[src/rtl/fmul_arbiter_if.sv]
// Requester handshake, multiplier operand/result and tagged response signals
// for the shared FP32 multiplier arbiter.
interface fmul_arbiter_if #(
  parameter int NREQ = 4,
  parameter int ID_W = 2
);
  logic [NREQ-1:0]    req_valid;
  logic [NREQ-1:0]    req_ready;
  logic [32*NREQ-1:0] req_a;
  logic [32*NREQ-1:0] req_b;
  logic [31:0]        mul_a;
  logic [31:0]        mul_b;
  logic [31:0]        mul_result;
  logic               mul_exception;
  logic               rsp_valid;
  logic [ID_W-1:0]    rsp_id;
  logic [31:0]        rsp_result;
  logic               rsp_exception;

  modport master (
    output req_valid, req_a, req_b, mul_result, mul_exception,
    input  req_ready, mul_a, mul_b, rsp_valid, rsp_id, rsp_result, rsp_exception
  );

  modport slave (
    input  req_valid, req_a, req_b, mul_result, mul_exception,
    output req_ready, mul_a, mul_b, rsp_valid, rsp_id, rsp_result, rsp_exception
  );
endinterface

[src/rtl/fmul_arbiter.sv]
// Round-robin arbiter sharing one registered FP32 multiplier among NREQ requesters,
// tagging each product with its requester ID and counting completions/exceptions.
module fmul_arbiter #(
  parameter int NREQ = 4,
  parameter int ID_W = 2
) (
  input  logic                clk,
  input  logic                reset_n,
  fmul_arbiter_if.slave       bus,
  output logic                busy,
  output logic [31:0]         done_count,
  output logic [15:0]         exc_count
);

  logic [ID_W-1:0] ptr;
  logic [ID_W-1:0] ptr_next;
  logic [ID_W-1:0] grant_id;
  logic [ID_W-1:0] scan_id;
  logic            grant_valid;
  logic            s1_valid;
  logic [ID_W-1:0] s1_id;

  // First valid requester at or after ptr wins; nothing is granted while in reset.
  always_comb begin
    grant_valid = 1'b0;
    grant_id    = '0;
    scan_id     = '0;
    if (reset_n) begin
      for (int k = 0; k < NREQ; k++) begin
        scan_id = ID_W'((int'(ptr) + k) % NREQ);
        if (!grant_valid && bus.req_valid[scan_id]) begin
          grant_valid = 1'b1;
          grant_id    = scan_id;
        end
      end
    end
  end

  always_comb begin
    ptr_next = (int'(grant_id) == NREQ - 1) ? '0 : grant_id + 1'b1;
  end

  // Idle cycles feed 0*0 so the multiplier never raises a stray exception.
  always_comb begin
    bus.req_ready = '0;
    bus.mul_a     = '0;
    bus.mul_b     = '0;
    for (int k = 0; k < NREQ; k++) begin
      if (grant_valid && grant_id == ID_W'(k)) begin
        bus.req_ready[k] = 1'b1;
        bus.mul_a        = bus.req_a[32*k +: 32];
        bus.mul_b        = bus.req_b[32*k +: 32];
      end
    end
  end

  // The multiplier's own register is never cleared, so its output is only
  // forwarded on the cycle after a real issue.
  always_ff @(posedge clk) begin
    if (!reset_n) begin
      ptr               <= '0;
      s1_valid          <= 1'b0;
      s1_id             <= '0;
      bus.rsp_valid     <= 1'b0;
      bus.rsp_id        <= '0;
      bus.rsp_result    <= '0;
      bus.rsp_exception <= 1'b0;
      done_count        <= '0;
      exc_count         <= '0;
    end else begin
      if (grant_valid) begin
        ptr <= ptr_next;
      end
      s1_valid      <= grant_valid;
      s1_id         <= grant_id;
      bus.rsp_valid <= s1_valid;
      if (s1_valid) begin
        bus.rsp_id        <= s1_id;
        bus.rsp_result    <= bus.mul_result;
        bus.rsp_exception <= bus.mul_exception;
      end
      if (bus.rsp_valid) begin
        done_count <= done_count + 32'd1;
      end
      if (bus.rsp_valid && bus.rsp_exception && exc_count != 16'hFFFF) begin
        exc_count <= exc_count + 16'd1;
      end
    end
  end

  assign busy = s1_valid | bus.rsp_valid;

endmodule
[src/flat_wrapper.sv]
// flat-port wrapper written by rule: the top's interface ports become plain ports
module fmul_arbiter_flat 
#(
  parameter int NREQ = 4,
  parameter int ID_W = 2
)
  (clk, reset_n, busy, done_count, exc_count, bus_req_valid, bus_req_a, bus_req_b, bus_mul_result, bus_mul_exception, bus_req_ready, bus_mul_a, bus_mul_b, bus_rsp_valid, bus_rsp_id, bus_rsp_result, bus_rsp_exception);
  fmul_arbiter_if #(.NREQ(NREQ), .ID_W(ID_W)) bus_i ();
  input  logic clk;
  input  logic reset_n;
  output logic busy;
  output logic [31:0] done_count;
  output logic [15:0] exc_count;
  input wire logic [$bits(bus_i.req_valid)-1:0] bus_req_valid;
  input wire logic [$bits(bus_i.req_a)-1:0] bus_req_a;
  input wire logic [$bits(bus_i.req_b)-1:0] bus_req_b;
  input wire logic [$bits(bus_i.mul_result)-1:0] bus_mul_result;
  input wire logic [$bits(bus_i.mul_exception)-1:0] bus_mul_exception;
  output wire logic [$bits(bus_i.req_ready)-1:0] bus_req_ready;
  output wire logic [$bits(bus_i.mul_a)-1:0] bus_mul_a;
  output wire logic [$bits(bus_i.mul_b)-1:0] bus_mul_b;
  output wire logic [$bits(bus_i.rsp_valid)-1:0] bus_rsp_valid;
  output wire logic [$bits(bus_i.rsp_id)-1:0] bus_rsp_id;
  output wire logic [$bits(bus_i.rsp_result)-1:0] bus_rsp_result;
  output wire logic [$bits(bus_i.rsp_exception)-1:0] bus_rsp_exception;
  assign bus_i.req_valid = bus_req_valid;
  assign bus_i.req_a = bus_req_a;
  assign bus_i.req_b = bus_req_b;
  assign bus_i.mul_result = bus_mul_result;
  assign bus_i.mul_exception = bus_mul_exception;
  assign bus_req_ready = bus_i.req_ready;
  assign bus_mul_a = bus_i.mul_a;
  assign bus_mul_b = bus_i.mul_b;
  assign bus_rsp_valid = bus_i.rsp_valid;
  assign bus_rsp_id = bus_i.rsp_id;
  assign bus_rsp_result = bus_i.rsp_result;
  assign bus_rsp_exception = bus_i.rsp_exception;
  fmul_arbiter #(.NREQ(NREQ), .ID_W(ID_W)) u_core (.clk(clk), .reset_n(reset_n), .bus(bus_i), .busy(busy), .done_count(done_count), .exc_count(exc_count));
endmodule
[config.mk]
export PLATFORM = sky130hd
export DESIGN_NAME = fmul_arbiter_flat
export DESIGN_NICKNAME = d
export VERILOG_FILES = /design/src/rtl/fmul_arbiter_if.sv /design/src/rtl/fmul_arbiter.sv /design/src/flat_wrapper.sv
export SDC_FILE = /design/constraint.sdc
export NUM_CORES = 1
export LEC_CHECK = 0
export CAP_MARGIN = 20
export CORE_AREA = 2 2 172 174
export DETAILED_ROUTE_END_ITERATION = 8
export DIE_AREA = 0 0 174 176
export GPL_TIMING_DRIVEN = 0
export PLACE_DENSITY_LB_ADDON = 0.08
export SLEW_MARGIN = 10
export SYNTH_ARGS = -nofsm -noshare
export SYNTH_HDL_FRONTEND = slang
export SYNTH_SLANG_ARGS = --single-unit
export TNS_END_PERCENT = 5
[constraint.sdc]
create_clock -name clk -period 3.9 [get_ports clk]
set_clock_uncertainty 0.15 [all_clocks]
set_input_delay 0.585 -clock clk [delete_from_list [all_inputs] [get_ports clk]]
set_output_delay 0.585 -clock clk [all_outputs]
set_load 0.01 [all_outputs]
==> results.sh <==
export IMPL_setup_viol=0
export IMPL_drt_wl_total_mm=33.8
export IMPL_reg2reg_to="u_core.done_count[20]"
export IMPL_cts_buffer_depth=2
export IMPL_slew_viol_final=0
export IMPL_holdCritStartpoint="u_core.s1_id[0]"
export IMPL_grt_pass1_vias=7694
export IMPL_critPathLaunch="bus_req_valid[2]"
export IMPL_syn_avg_cell_area_sq_um=7.87
export IMPL_worstHoldPathCells=2
export IMPL_wl_per_cell_um=21.1
export IMPL_detail_route_antenna_nets=0
export IMPL_synth_mux_area_share_pct=7.17
export IMPL_ys_async_sr_fraction_pct=0
export IMPL_place_gp_congestion=0.900
export IMPL_worst_path_max_fanout=10
export IMPL_timing_rr_start="u_core.bus.rsp_valid"
export IMPL_clkPwrFrac_pct=30.8
export IMPL_dr_pass1_iters=5
export IMPL_grt_max_degree=16
export IMPL_viasPerCell=4.85
export IMPL_root_buffer="clkbuf_16"
export IMPL_path_class="primary input to output port"
export IMPL_hold_class="flop to flop"
export IMPL_drc=0
export IMPL_num_fill_cells=3010
export IMPL_pin_count=448
export IMPL_synth_edff_count=0
export IMPL_clock_latency_ns=0.35
export IMPL_placed_area_sq_mm=0.0108
export IMPL_leakagePower_uw=0.00420
export IMPL_hold_viol=0
export IMPL_crit_chain="dlygate4sd2_1 > mux2i_1 > nor2_1 > a311oi_2 > and2_1 > ha_4 > nor2b_4 > clkbuf_4 > clkbuf_8 > a221o_1 > o211ai_1 > a21oi_1 > dlygate4sd2_1"
export IMPL_initial_core_util_pct=20.5
export IMPL_cp_arrival_ns=3.09
export IMPL_syn_area_sq_mm=0.00586
export IMPL_timing_fmax_ghz=0.261
export IMPL_yosysUniqueCellTypes=47
export IMPL_period_needed_ns=3.83
export IMPL_port_buffers=446
export IMPL_synth_nets=1046
export IMPL_tightest_slew_ns=0.743
export IMPL_drive_gt1_share_pct=8.00
export IMPL_final_cell_area_sq_mm=0.0114
export IMPL_slew_headroom_pct=50.5
export IMPL_ir_worst_vdd_mv=0.190
export IMPL_die_y_um=176
export IMPL_p_seq_share_pct=30.5
export IMPL_yosys_warnings=0
export IMPL_swShare_pct=29.6
export IMPL_final_core_util_pct=39.8
export IMPL_cts_made_buffers=9
export IMPL_endpoint_kind="output port"
export IMPL_cts_sinks=89
export IMPL_seq_area_frac_synth_pct=30.4
export IMPL_vias=7761
export IMPL_synth_top_family_by_area="compound AO/OA/AOI/OAI gates"
export IMPL_clk_pin_slew_ns=0.06
export IMPL_syn_inst=745
export IMPL_antenna_found_initial=4
export IMPL_drt_initial_drc_count=396
export IMPL_coreArea_sq_mm=0.0285
export IMPL_ys_ff_latch=89
export IMPL_start_kind="primary input"
export IMPL_grt_total_usage_pct=20.8
export IMPL_p_sw_uw=932
export IMPL_critical_path_max_stage_delay_ns=0.32
export IMPL_cpMostUsedCell="dlygate4sd2_1"
export IMPL_synth_adder_area_share_pct=1.28
export IMPL_reg2reg_slack_ns=1.66
export IMPL_power_density_mw_per_mm2=277
export IMPL_internal_power_uw=2210
export IMPL_synth_compound_area_share_pct=32.6
export IMPL_crit_required_ns=3.16
export IMPL_fin_nets=1509
export IMPL_cp_slowest_cell="a311oi_2"
export IMPL_reg2reg_depth=6
export IMPL_min_period_over_period_pct=98.2
export IMPL_synthFlopType="dfxtp_1"
export IMPL_cts_tree="built"
export IMPL_min_to="u_core.bus.rsp_id[0]"
export IMPL_yosys_area_share_simple_pct=21.2
export IMPL_status="completed"
export IMPL_synth_xor_area_share_pct=1.94
export IMPL_die_w_um=174
export IMPL_rows=62
export IMPL_combPwrFrac_pct=38.7
export IMPL_grt_ovfl_total=0
export IMPL_grt_pass1_wl_mm=48.3
export IMPL_h_tree_depth=3
export IMPL_drv_cap=0
export IMPL_dp_hpwl_mm=27.8
export IMPL_die_area_sq_mm=0.0306
export IMPL_p_total_uw=3140
export IMPL_area_growth_pct=93.7
## through the flow
stage | setup slack [ns] | cells | hold slack, ns | setup TNS, ns
2_1_floorplan | 0.423 | 745 | 0.291 | 0
3_3_place_gp | -1.70 | 1575 | 0.311 | -101.88
3_5_place_dp | -1.64 | 1575 | 0.314 | -98.54
4_1_cts | -0.0133 | 1592 | 0.331 | -0.0470
5_1_grt | -0.0222 | 1600 | 0.376 | -0.172
6_report | 0.0711 | 1600 | 0.325 | 0
## worst max path at each step
stage | to | slack, ns
after floorplan | bus_mul_b[22] | 0.42
after global placement | bus_mul_b[5] | -1.70
final | bus_mul_a[20] | 0.07
after global routing | bus_mul_b[13] | -0.02
after detailed placement | bus_mul_b[5] | -1.64
after CTS | bus_mul_b[13] | -0.01
## what timing repair did
| action | in CTS | in global routing |
|---|---|---|
| setup buffers | 2 | 4 |
| pin swaps | 4 | 6 |
| setup endpoints to repair | 67 | 66 |
| cloned | 1 | 0 |
| gates resized for setup | 164 | 30 |
| hold buffers | 0 | 0 |
## power groups by stage
stage	sequential, uW	clock, uW	combinational [uW]
after floorplan	987	0	500
after global placement	978	0	1210
after detailed placement	978	0	1200
after CTS	958	1000	1210
after global routing	961	1030	1310
final	958	968	1220
## kinds of logic (layout without fill, tap and decap cells)
logic type	Yosys count	count (layout)
buf+inv	82	549
compound gates	265	265
flops	89	89
fa+ha+maj	6	6
xor+xnor	13	13
simple gates	248	248
mux	42	42
other cells	0	4
## critical path: cells and delay by family
family                     cells  cell delay [ns]
AOI/OAI and AO/OA              4             0.84
adders and majority gates      1             0.18
buffers and inverters          4             0.95
muxes                          1             0.16
and+or+nand+nor                3             0.37
## state kept, by name, summed over array words and instances, names as in the netlist
| name | cells |
|---|---|
| u_core.ptr | 2 |
| u_core.s1_valid | 1 |
| u_core.done_count | 32 |
| u_core.exc_count | 16 |
| u_core.bus.rsp_result | 32 |
| u_core.s1_id | 2 |
| u_core.bus.rsp_exception | 1 |
| u_core.bus.rsp_id | 2 |
| u_core.bus.rsp_valid | 1 |
## synth_stat cells, types with 2 or more instances
cell type | number | share of area, %
xor2_1 | 9 | 1.3
nand4_2 | 2 | 0.43
clkbuf_1 | 63 | 4.0
o31ai_1 | 18 | 2.3
nor3_1 | 2 | 0.17
nand2_1 | 93 | 6.0
and2_1 | 7 | 0.75
nor2_1 | 56 | 3.6
mux2i_1 | 42 | 7.2
a221o_1 | 63 | 11
or3_1 | 7 | 0.75
inv_1 | 9 | 0.58
buf_1 | 4 | 0.26
o211ai_1 | 69 | 8.8
or4_1 | 18 | 2.3
nand4_1 | 13 | 1.4
nand3_1 | 12 | 1.0
dfxtp_1 | 89 | 30
nor4_1 | 6 | 0.64
a21oi_1 | 93 | 7.9
ha_1 | 6 | 1.3
o21ai_0 | 8 | 0.68
nor2b_1 | 2 | 0.21
a311oi_1 | 2 | 0.30
buf_2 | 4 | 0.34
and4_1 | 7 | 1.0
nand2b_1 | 8 | 0.85
and3_1 | 7 | 0.75
xnor2_1 | 4 | 0.60
or4_2 | 2 | 0.30
a31oi_1 | 2 | 0.21
o211a_1 | 3 | 0.51
## layout by cell type, fill, tap and decap left out, types with 11 or more instances in the layout
master | synthesis | layout
nand3_1 | 12 | 12
clkbuf_2 | 0 | 15
clkbuf_1 | 63 | 28
mux2i_1 | 42 | 42
a21oi_1 | 93 | 91
o31ai_1 | 18 | 18
a221o_1 | 63 | 63
or4_1 | 18 | 18
clkbuf_4 | 0 | 11
o211ai_1 | 69 | 69
clkdlybuf4s50_1 | 0 | 378
clkbuf_8 | 0 | 11
nor2_1 | 56 | 56
nand4_1 | 13 | 13
dfxtp_1 | 89 | 88
dlygate4sd2_1 | 0 | 52
nand2_1 | 93 | 92
## final cells by class
type / count / area [sq um] / area share (%)
Antenna cell: 4 / 10.0 / 0.0881
Inverter: 10 / 37.5 / 0.331
Buffer: 71 / 442 / 3.89
Multi-Input combinational cell: 574 / 3840 / 33.8
Clock inverter: 5 / 86.3 / 0.760
Timing Repair Buffer: 453 / 4440 / 39.1
Tap cell: 384 / 480 / 4.23
Clock buffer: 10 / 239 / 2.10
Sequential cell: 89 / 1780 / 15.7
## per-layer routing
layer  vias to the layer above  global-route usage [%]  share of wire (%)
met4                         0                    5.32                1.5
li1                       3778                       -                  -
met1                      3663                    25.1                 41
met2                       298                    36.3                 50
met3                        22                    5.94                7.6
met5                         -                       0                  0
No activity file was read; power rests on OpenSTA's default activity.
